<file path="src/rtl/ahb_dual_master_arbiter.sv">
// Shares one AHB-lite master port between the scalar core and the vector LSU.
// Address- and data-phase owners are tracked separately so hand-offs respect AHB pipelining.
module ahb_dual_master_arbiter #(
  parameter int DATA_WIDTH = 32,
  parameter int MAX_HOLD   = 16,
  parameter int CNT_W      = 5
) (
  input  logic                  clk_i,
  input  logic                  reset_i,
  input  logic                  s_req_i,
  input  logic                  s_trans_i,
  input  logic [DATA_WIDTH-1:0] s_haddr_i,
  input  logic [DATA_WIDTH-1:0] s_hwdata_i,
  input  logic [2:0]            s_hsize_i,
  input  logic                  s_hwrite_i,
  output logic                  s_grant_o,
  output logic                  s_hready_o,
  output logic [1:0]            s_hresp_o,
  input  logic                  v_req_i,
  input  logic                  v_lock_i,
  input  logic                  v_trans_i,
  input  logic [DATA_WIDTH-1:0] v_haddr_i,
  input  logic [DATA_WIDTH-1:0] v_hwdata_i,
  input  logic [2:0]            v_hsize_i,
  input  logic                  v_hwrite_i,
  output logic                  v_grant_o,
  output logic                  v_hready_o,
  output logic [1:0]            v_hresp_o,
  output logic [DATA_WIDTH-1:0] haddr_o,
  output logic [DATA_WIDTH-1:0] hwdata_o,
  output logic [2:0]            hsize_o,
  output logic                  hwrite_o,
  output logic                  htrans_o,
  input  logic                  hready_i,
  input  logic [1:0]            hresp_i,
  output logic                  addr_owner_o,
  output logic                  data_owner_o
);

  typedef enum logic [1:0] {S_OWN, S_DRAIN, V_OWN, V_DRAIN} state_t;

  localparam logic [CNT_W-1:0] HOLD_MAX = CNT_W'(MAX_HOLD);

  state_t           state;
  logic             addr_owner;
  logic             data_owner;
  logic             data_valid;
  logic [CNT_W-1:0] hold_cnt;
  logic [CNT_W-1:0] hold_next;
  logic             owner_trans;
  logic             other_req;
  logic             hold_hit;
  logic             s_yield;
  logic             v_yield;
  logic             handoff;

  assign owner_trans = addr_owner ? v_trans_i : s_trans_i;
  assign htrans_o    = ~reset_i & owner_trans;
  assign haddr_o     = addr_owner ? v_haddr_i  : s_haddr_i;
  assign hsize_o     = addr_owner ? v_hsize_i  : s_hsize_i;
  assign hwrite_o    = addr_owner ? v_hwrite_i : s_hwrite_i;
  assign hwdata_o    = data_owner ? v_hwdata_i : s_hwdata_i;

  assign s_hready_o  = hready_i & (~addr_owner | (data_valid & ~data_owner));
  assign v_hready_o  = hready_i & ( addr_owner | (data_valid &  data_owner));
  assign s_hresp_o   = data_owner ? 2'b00 : hresp_i;
  assign v_hresp_o   = data_owner ? hresp_i : 2'b00;

  assign addr_owner_o = addr_owner;
  assign data_owner_o = data_owner;

  // Count is evaluated on its post-edge value so the owner yields right as its last allowed phase is accepted.
  assign other_req = addr_owner ? s_req_i : v_req_i;
  assign hold_next = (hready_i & htrans_o & other_req & (hold_cnt != HOLD_MAX))
                     ? hold_cnt + 1'b1 : hold_cnt;
  assign hold_hit  = (hold_next == HOLD_MAX);

  // A vector lock pre-empts the scalar unconditionally and shields the vector from the hold limit.
  assign s_yield = v_req_i & (~s_req_i | hold_hit | v_lock_i);
  assign v_yield = s_req_i & ~v_lock_i & (~v_req_i | hold_hit);
  assign handoff = hready_i & ~owner_trans;

  always_ff @(posedge clk_i) begin
    if (reset_i) begin
      state      <= S_OWN;
      addr_owner <= 1'b0;
      data_owner <= 1'b0;
      data_valid <= 1'b0;
      hold_cnt   <= '0;
      s_grant_o  <= 1'b1;
      v_grant_o  <= 1'b0;
    end else begin
      if (hready_i) begin
        data_owner <= addr_owner;
        data_valid <= htrans_o;
      end
      hold_cnt <= hold_next;
      case (state)
        S_OWN: begin
          if (s_yield) begin
            state     <= S_DRAIN;
            s_grant_o <= 1'b0;
          end
        end
        S_DRAIN: begin
          if (handoff) begin
            state      <= V_OWN;
            addr_owner <= 1'b1;
            v_grant_o  <= 1'b1;
            hold_cnt   <= '0;
          end
        end
        V_OWN: begin
          if (v_yield) begin
            state     <= V_DRAIN;
            v_grant_o <= 1'b0;
          end
        end
        V_DRAIN: begin
          if (handoff) begin
            state      <= S_OWN;
            addr_owner <= 1'b0;
            s_grant_o  <= 1'b1;
            hold_cnt   <= '0;
          end
        end
        default: begin
          state      <= S_OWN;
          addr_owner <= 1'b0;
          s_grant_o  <= 1'b1;
          v_grant_o  <= 1'b0;
        end
      endcase
    end
  end

endmodule

</file>
<file path="config.mk">
export PLATFORM = sky130hd
export DESIGN_NAME = ahb_dual_master_arbiter
export DESIGN_NICKNAME = d
export VERILOG_FILES = /design/src/rtl/ahb_dual_master_arbiter.sv
export SDC_FILE = /design/constraint.sdc
export NUM_CORES = 1
export LEC_CHECK = 0
export CAP_MARGIN = 0
export CORE_AREA = 2 2 87 89
export DETAILED_ROUTE_END_ITERATION = 12
export DIE_AREA = 0 0 89 91
export GPL_TIMING_DRIVEN = 0
export PLACE_DENSITY = 0.77
export SLEW_MARGIN = 20
export SYNTH_ARGS = -nofsm -noshare
export SYNTH_HDL_FRONTEND = slang
export SYNTH_SLANG_ARGS = --single-unit
</file>
<file path="constraint.sdc">
create_clock -name clk_i -period 4.9 [get_ports clk_i]
set_input_delay 0.98 -clock clk_i [delete_from_list [all_inputs] [get_ports clk_i]]
set_output_delay 0.98 -clock clk_i [all_outputs]
set_load 0.1 [all_outputs]
</file>
==> impl_metrics.tcl, run 1 <==
set metrics [dict create \
    post-route-drc-count 0 \
    synth-seq-area-share 0.143 \
    status "finished, final reports clean" \
    final_util 0.573 \
    maxSlewHeadroom 0.328 \
    vias 2299 \
    boundaryPins 225 \
    grt_max_degree 11 \
    async_reset_ff_frac 0 \
    grt_overflow 0 \
    syn_nets 334 \
    cts_max_level 1 \
    cts_root_buffer "clkbuf_8" \
    fin_crit_ns 4.06 \
    drt_pre_antenna_iters 5 \
    grt_usage 0.178 \
    clk_pin_slew_worst_paths_ns 0.05 \
    clock_latency_ns 0.25 \
    synth_top_area_frac 0.457 \
    hold_viol_final 0 \
    cp-end-kind "output port" \
    cts-resized-gates 0 \
    hp-class "flip-flop to flip-flop" \
    ys_warn_count 0 \
    dieArea_sq_um 8100 \
    io_buffers 223 \
    synth_area_leaders "mux2_2 46%, dfxtp_1 14%, ha_1 4.5%" \
    yosys_most_used_dff "dfxtp_1" \
    wire_per_inst_microns 15.5 \
    instances_no_fill 508 \
    place_inst 504 \
    viasPerCell 4.53 \
    synth-edff-count 0 \
    setup-violations-final 0 \
    drv_cap 0 \
    rsz0062_at_grt "false" \
    fin_nets 562 \
    cts_buffer_depth 2 \
    die_w_microns 89 \
    netlist_instances 182 \
    setup_tns_ns 0 \
    grt_pass1_vias 2363 \
    rows 31 \
    cts_made_buffers 3 \
    drtIter0Drc 63 \
    insertedDiodeCount 0 \
    coreArea_sq_um 7140 \
    die_y_microns 91 \
    cp.arrival_ns 3.08 \
    crit_fanout 10 \
    drive_gt1_frac 0.198 \
    antenna_found_initial 0 \
    cts_tree "done" \
    syn_area_per_cell_sq_um 9.21 \
    worst_pin_slew_ns 1.00 \
    clock_skew_ns 0.00416 \
    synth_top_area_cell "mux2_2" \
    syn_to_final_growth_pct 144 \
    finalCritPeriodShare 0.829 \
    globalplace.congestion 0.859 \
    worstHoldPathCells 2 \
    p_per_area_nw_per_um2 286 \
    ys_types 36 \
    grt_pass1_wl_mm 11.3 \
    ir_drop_v 0.000188 \
    cp-start-kind "primary input" \
    critPathRequiredTime_ns 3.92 \
    fmax_ghz 0.246 \
    holdBufCountCts 0 \
    initial_core_util 0.235 \
    dp_hpwl_mm 6.78 \
    cts_setup_buffers 0 \
    synthesis.area_sq_um 1680 \
    routed_wl_mm 7.86 \
    slew_violations 0 \
    ys_ff_latch 12 \
    cts.sinks 12 \
    power_leakage_uw 0.00145 \
    ant_nets 0 \
    nFillCells 665 \
    reg2reg_depth 8 \
    path_class "primary input to output port" \
]
-- stage by stage --
| step | hold WS (ns) | area [sq um] | setup WS (ns) | power [uW] |
|---|---|---|---|---|
| floorplan | 0.482 | 1680 | 0.474 | 787 |
| global placement | 0.495 | 4030 | 0.840 | 1060 |
| detailed placement | 0.509 | 4030 | 0.829 | 1060 |
| CTS | 0.521 | 4090 | 0.820 | 1180 |
| global route | 0.553 | 4090 | 0.741 | 1220 |
| finish | 0.515 | 4090 | 0.839 | 1170 |
-- cells in the final DEF, fill, tap and decap left out, types with 2 or more instances in the layout --
| cell | synthesis | routed |
|---|---|---|
| clkdlybuf4s50_1 | 0 | 223 |
| mux2_2 | 68 | 68 |
| nor2_1 | 14 | 14 |
| dfxtp_1 | 12 | 12 |
| clkbuf_1 | 10 | 10 |
| a21oi_1 | 9 | 9 |
| nand2b_1 | 8 | 8 |
| ha_1 | 6 | 6 |
| nand2_1 | 5 | 5 |
| inv_1 | 4 | 4 |
| nor2b_1 | 4 | 4 |
| nor3_1 | 4 | 4 |
| mux2i_1 | 4 | 4 |
| clkbuf_8 | 0 | 4 |
| and2_1 | 3 | 3 |
| o21ai_0 | 3 | 3 |
| xnor2_1 | 3 | 3 |
| a21boi_0 | 2 | 2 |
| nand4_1 | 2 | 2 |
| nor4_1 | 2 | 2 |
| nand3_1 | 2 | 2 |
-- Yosys cell counts (2+ instances only) --
| master | n |
|---|---|
| mux2_2 | 68 |
| a21oi_1 | 9 |
| mux2i_1 | 4 |
| o21ai_0 | 3 |
| dfxtp_1 | 12 |
| xnor2_1 | 3 |
| nand4_1 | 2 |
| nor4_1 | 2 |
| nor2b_1 | 4 |
| nand3_1 | 2 |
| nor2_1 | 14 |
| inv_1 | 4 |
| nor3_1 | 4 |
| nand2_1 | 5 |
| a21boi_0 | 2 |
| and2_1 | 3 |
| ha_1 | 6 |
| clkbuf_1 | 10 |
| nand2b_1 | 8 |
-- kinds of logic (layout without fill, tap and decap cells) --
family,Yosys count,after routing,share of synthesized area
muxes,74,74,0.503
xor gates and xnor gates,3,3,0.0157
and+or+nand+nor,50,50,0.176
adders and majority gates,6,6,0.0448
DFF,12,12,0.143
AOI/OAI and AO/OA,21,21,0.0792
buffers and inverters,16,243,0.0381
-- power by group --
part / switching [uW] / leakage, uW / total, uW / internal [uW]
clock network: 41.2 / 0.0000288 / 112 / 71.2
registers: 14.3 / 0.0000979 / 127 / 112
logic: 624 / 0.00133 / 932 / 308
total: 679 / 0.00145 / 1170 / 491
-- final cells by class --
type	instances	area, sq um	area share
clock buffers	4	55.1	0.0135
multi-input cells	154	1370	0.336
flip-flops and latches	12	240	0.0588
well taps	99	124	0.0303
plain buffers	12	48.8	0.0119
inverters	4	15.0	0.00367
repair buffers	223	2230	0.546
-- sequential cells by signal, indices dropped and copies added (netlist names) --
signal        flops
addr_owner_o      1
data_owner_o      1
data_valid        1
hold_cnt          5
s_grant_o         1
state             2
v_grant_o         1
-- worst paths after layout --
check,from,to,slack (ns)
max reg2reg,hold_cnt[0]$_SDFF_PP0_,s_grant_o$_SDFFE_PP1P_,2.63
max,reset_i,htrans_o,0.84
min,data_valid$_SDFFE_PP0P_,data_valid$_SDFFE_PP0P_,0.51
min reg2reg,data_valid$_SDFFE_PP0P_,data_valid$_SDFFE_PP0P_,0.51
-- per-layer routing --
metal / routed length (microns) / part of all wire / global-route usage
met1: 2840 / 0.36 / 0.188
met2: 3950 / 0.50 / 0.337
met3: 945 / 0.12 / 0.0536
met4: 127 / 0.016 / 0.0361
met5: 0 / 0 / 0
-- worst max-delay path, cell delays in order --
cell             delay (ns)
clkdlybuf4s50_1        0.50
clkbuf_1               0.26
nor2_1                 0.17
clkdlybuf4s50_1        1.16
Note: power is estimated with default switching activity, not from simulation.
==> inputs of run 2 (changes only) <==
Settings changed: CORE_AREA 2 2 87 89 to unset, CORE_MARGIN set to 1.5, CORE_UTILIZATION set to 23, DIE_AREA 0 0 89 91 to unset, PLACE_DENSITY 0.77 to 0.79.
Clock period 4.9 ns to 3.4 ns, I/O delays scaled along.
==> impl_metrics.tcl, run 2 (synthesized netlist as in run 1, its figures left out) <==
set metrics [dict create \
    status "finished, final reports clean" \
    dp_slack_ns -0.139 \
    grt_max_degree 11 \
    drive_gt1_frac 0.200 \
    cts_buffer_depth 2 \
    fin_area_sq_um 4080 \
    path_class "flip-flop to output port" \
    regMostFlops "hold_cnt" \
    globalplace.congestion 0.746 \
    post-route-drc-count 0 \
    clock_latency_ns 0.24 \
    fin_nets 562 \
    ir_drop_v 0.000286 \
    drv_cap 0 \
    wire_per_inst_microns 15.1 \
    slew_violations 0 \
    dp_hpwl_mm 6.67 \
    power_leakage_uw 0.00150 \
    cts_tree "done" \
    setup-violations-final 0 \
    cts_max_level 1 \
    critPathRequiredTime_ns 2.72 \
    io_buffers 223 \
    drtIter0Drc 53 \
    grt_pass1_wl_mm 10.9 \
    placed_cell_area_sq_um 4030 \
    coreArea_sq_um 6910 \
    die_y_microns 88.3 \
    grt_pass1_vias 2342 \
    cp.arrival_ns 2.58 \
    initial_core_util 0.243 \
    routed_wl_mm 7.64 \
    largest_register_ffs 5 \
    reg_top3 "hold_cnt: 5 flops, state: 2 flops" \
    cp-start-kind "flip-flop" \
    final_cell_mix "212 x clkdlybuf4s50_1, 68 x mux2_2, 14 x nor2_1, 12 x dfxtp_1, 10 x clkbuf_1" \
    hold_viol_final 0 \
    cp-end-kind "output port" \
    grt_overflow 0 \
    cts_made_buffers 3 \
    finalCritPeriodShare 0.958 \
    grt_usage 0.178 \
    rows 30 \
    vias 2317 \
    p_per_area_nw_per_um2 411 \
    viasPerCell 4.59 \
    gr-max-usage-layer "met2" \
    antenna_found_initial 0 \
    clock_skew_ns 0.00281 \
    drt_pre_antenna_iters 4 \
    cts-resized-gates 8 \
    layout_setup_ws_ns 0.143 \
    crit_fanout 10 \
    final_common_cell "clkdlybuf4s50_1" \
    fin_crit_ns 3.26 \
    hp-class "flip-flop to flip-flop" \
    boundaryPins 225 \
    grtUsageMet1 0.177 \
    use_met3 0.0644 \
    fmax_ghz 0.307 \
    cts_root_buffer "clkbuf_8" \
    ant_nets 0 \
    totalPowerFinal_uw 1680 \
    rsz0062_at_grt "false" \
    maxSlewHeadroom 0.325 \
    holdWs_ns 0.503 \
    clk_pin_slew_worst_paths_ns 0.05 \
    insertedDiodeCount 0 \
    worst_pin_slew_ns 1.01 \
    syn_to_final_growth_pct 144 \
    dieArea_sq_um 7800 \
    die_w_microns 88.3 \
    cts.sinks 12 \
    cts_setup_buffers 0 \
    holdBufCountCts 0 \
    met2_usage 0.359 \
]
run 2: final timing paths:
| kind | start | slack [ns] | cells past startpoint | to |
|---|---|---|---|---|
| min reg2reg | v_grant_o$_SDFFE_PP0P_ | 0.50 | 2 | v_grant_o$_SDFFE_PP0P_ |
| max | addr_owner_o$_SDFFE_PP0P_ | 0.14 | 4 | hwrite_o |
| min | v_grant_o$_SDFFE_PP0P_ | 0.50 | 2 | v_grant_o$_SDFFE_PP0P_ |
| max reg2reg | hold_cnt[0]$_SDFF_PP0_ | 1.16 | 8 | s_grant_o$_SDFFE_PP1P_ |
run 2: through the flow:
step           utilization  cells  TNS, ns
3_5_place_dp         0.584    501   -0.139
4_1_cts              0.590    505        0
2_1_floorplan            -    182        0
6_report             0.591    505        0
3_3_place_gp         0.584    501   -0.116
5_1_grt              0.591    505        0
run 2: critical path, stage by stage (launching register included):
cell	delay, ns
dfxtp_1	0.33
buf_4	0.18
clkbuf_1	0.43
mux2_2	0.25
clkdlybuf4s50_1	1.13
run 2: metal layers:
layer / up-vias / wire length [microns]
met5: - / 0
met4: 0 / 80
met3: 10 / 876
met2: 143 / 4050
met1: 1050 / 2630
li1: 1114 / -
run 2: final cells by class:
class                   count  area (sq um)
plain buffers              12          48.8
well taps                  96           120
inverters                   4          15.0
flip-flops and latches     12           240
clock buffers               4          55.1
repair buffers            223          2230
multi-input cells         154          1370
fillers                   609          2820
run 2: where the power goes:
part	switching (uW)	internal (uW)
Combinational	900	439
Clock	53.5	102
Sequential	20.0	162
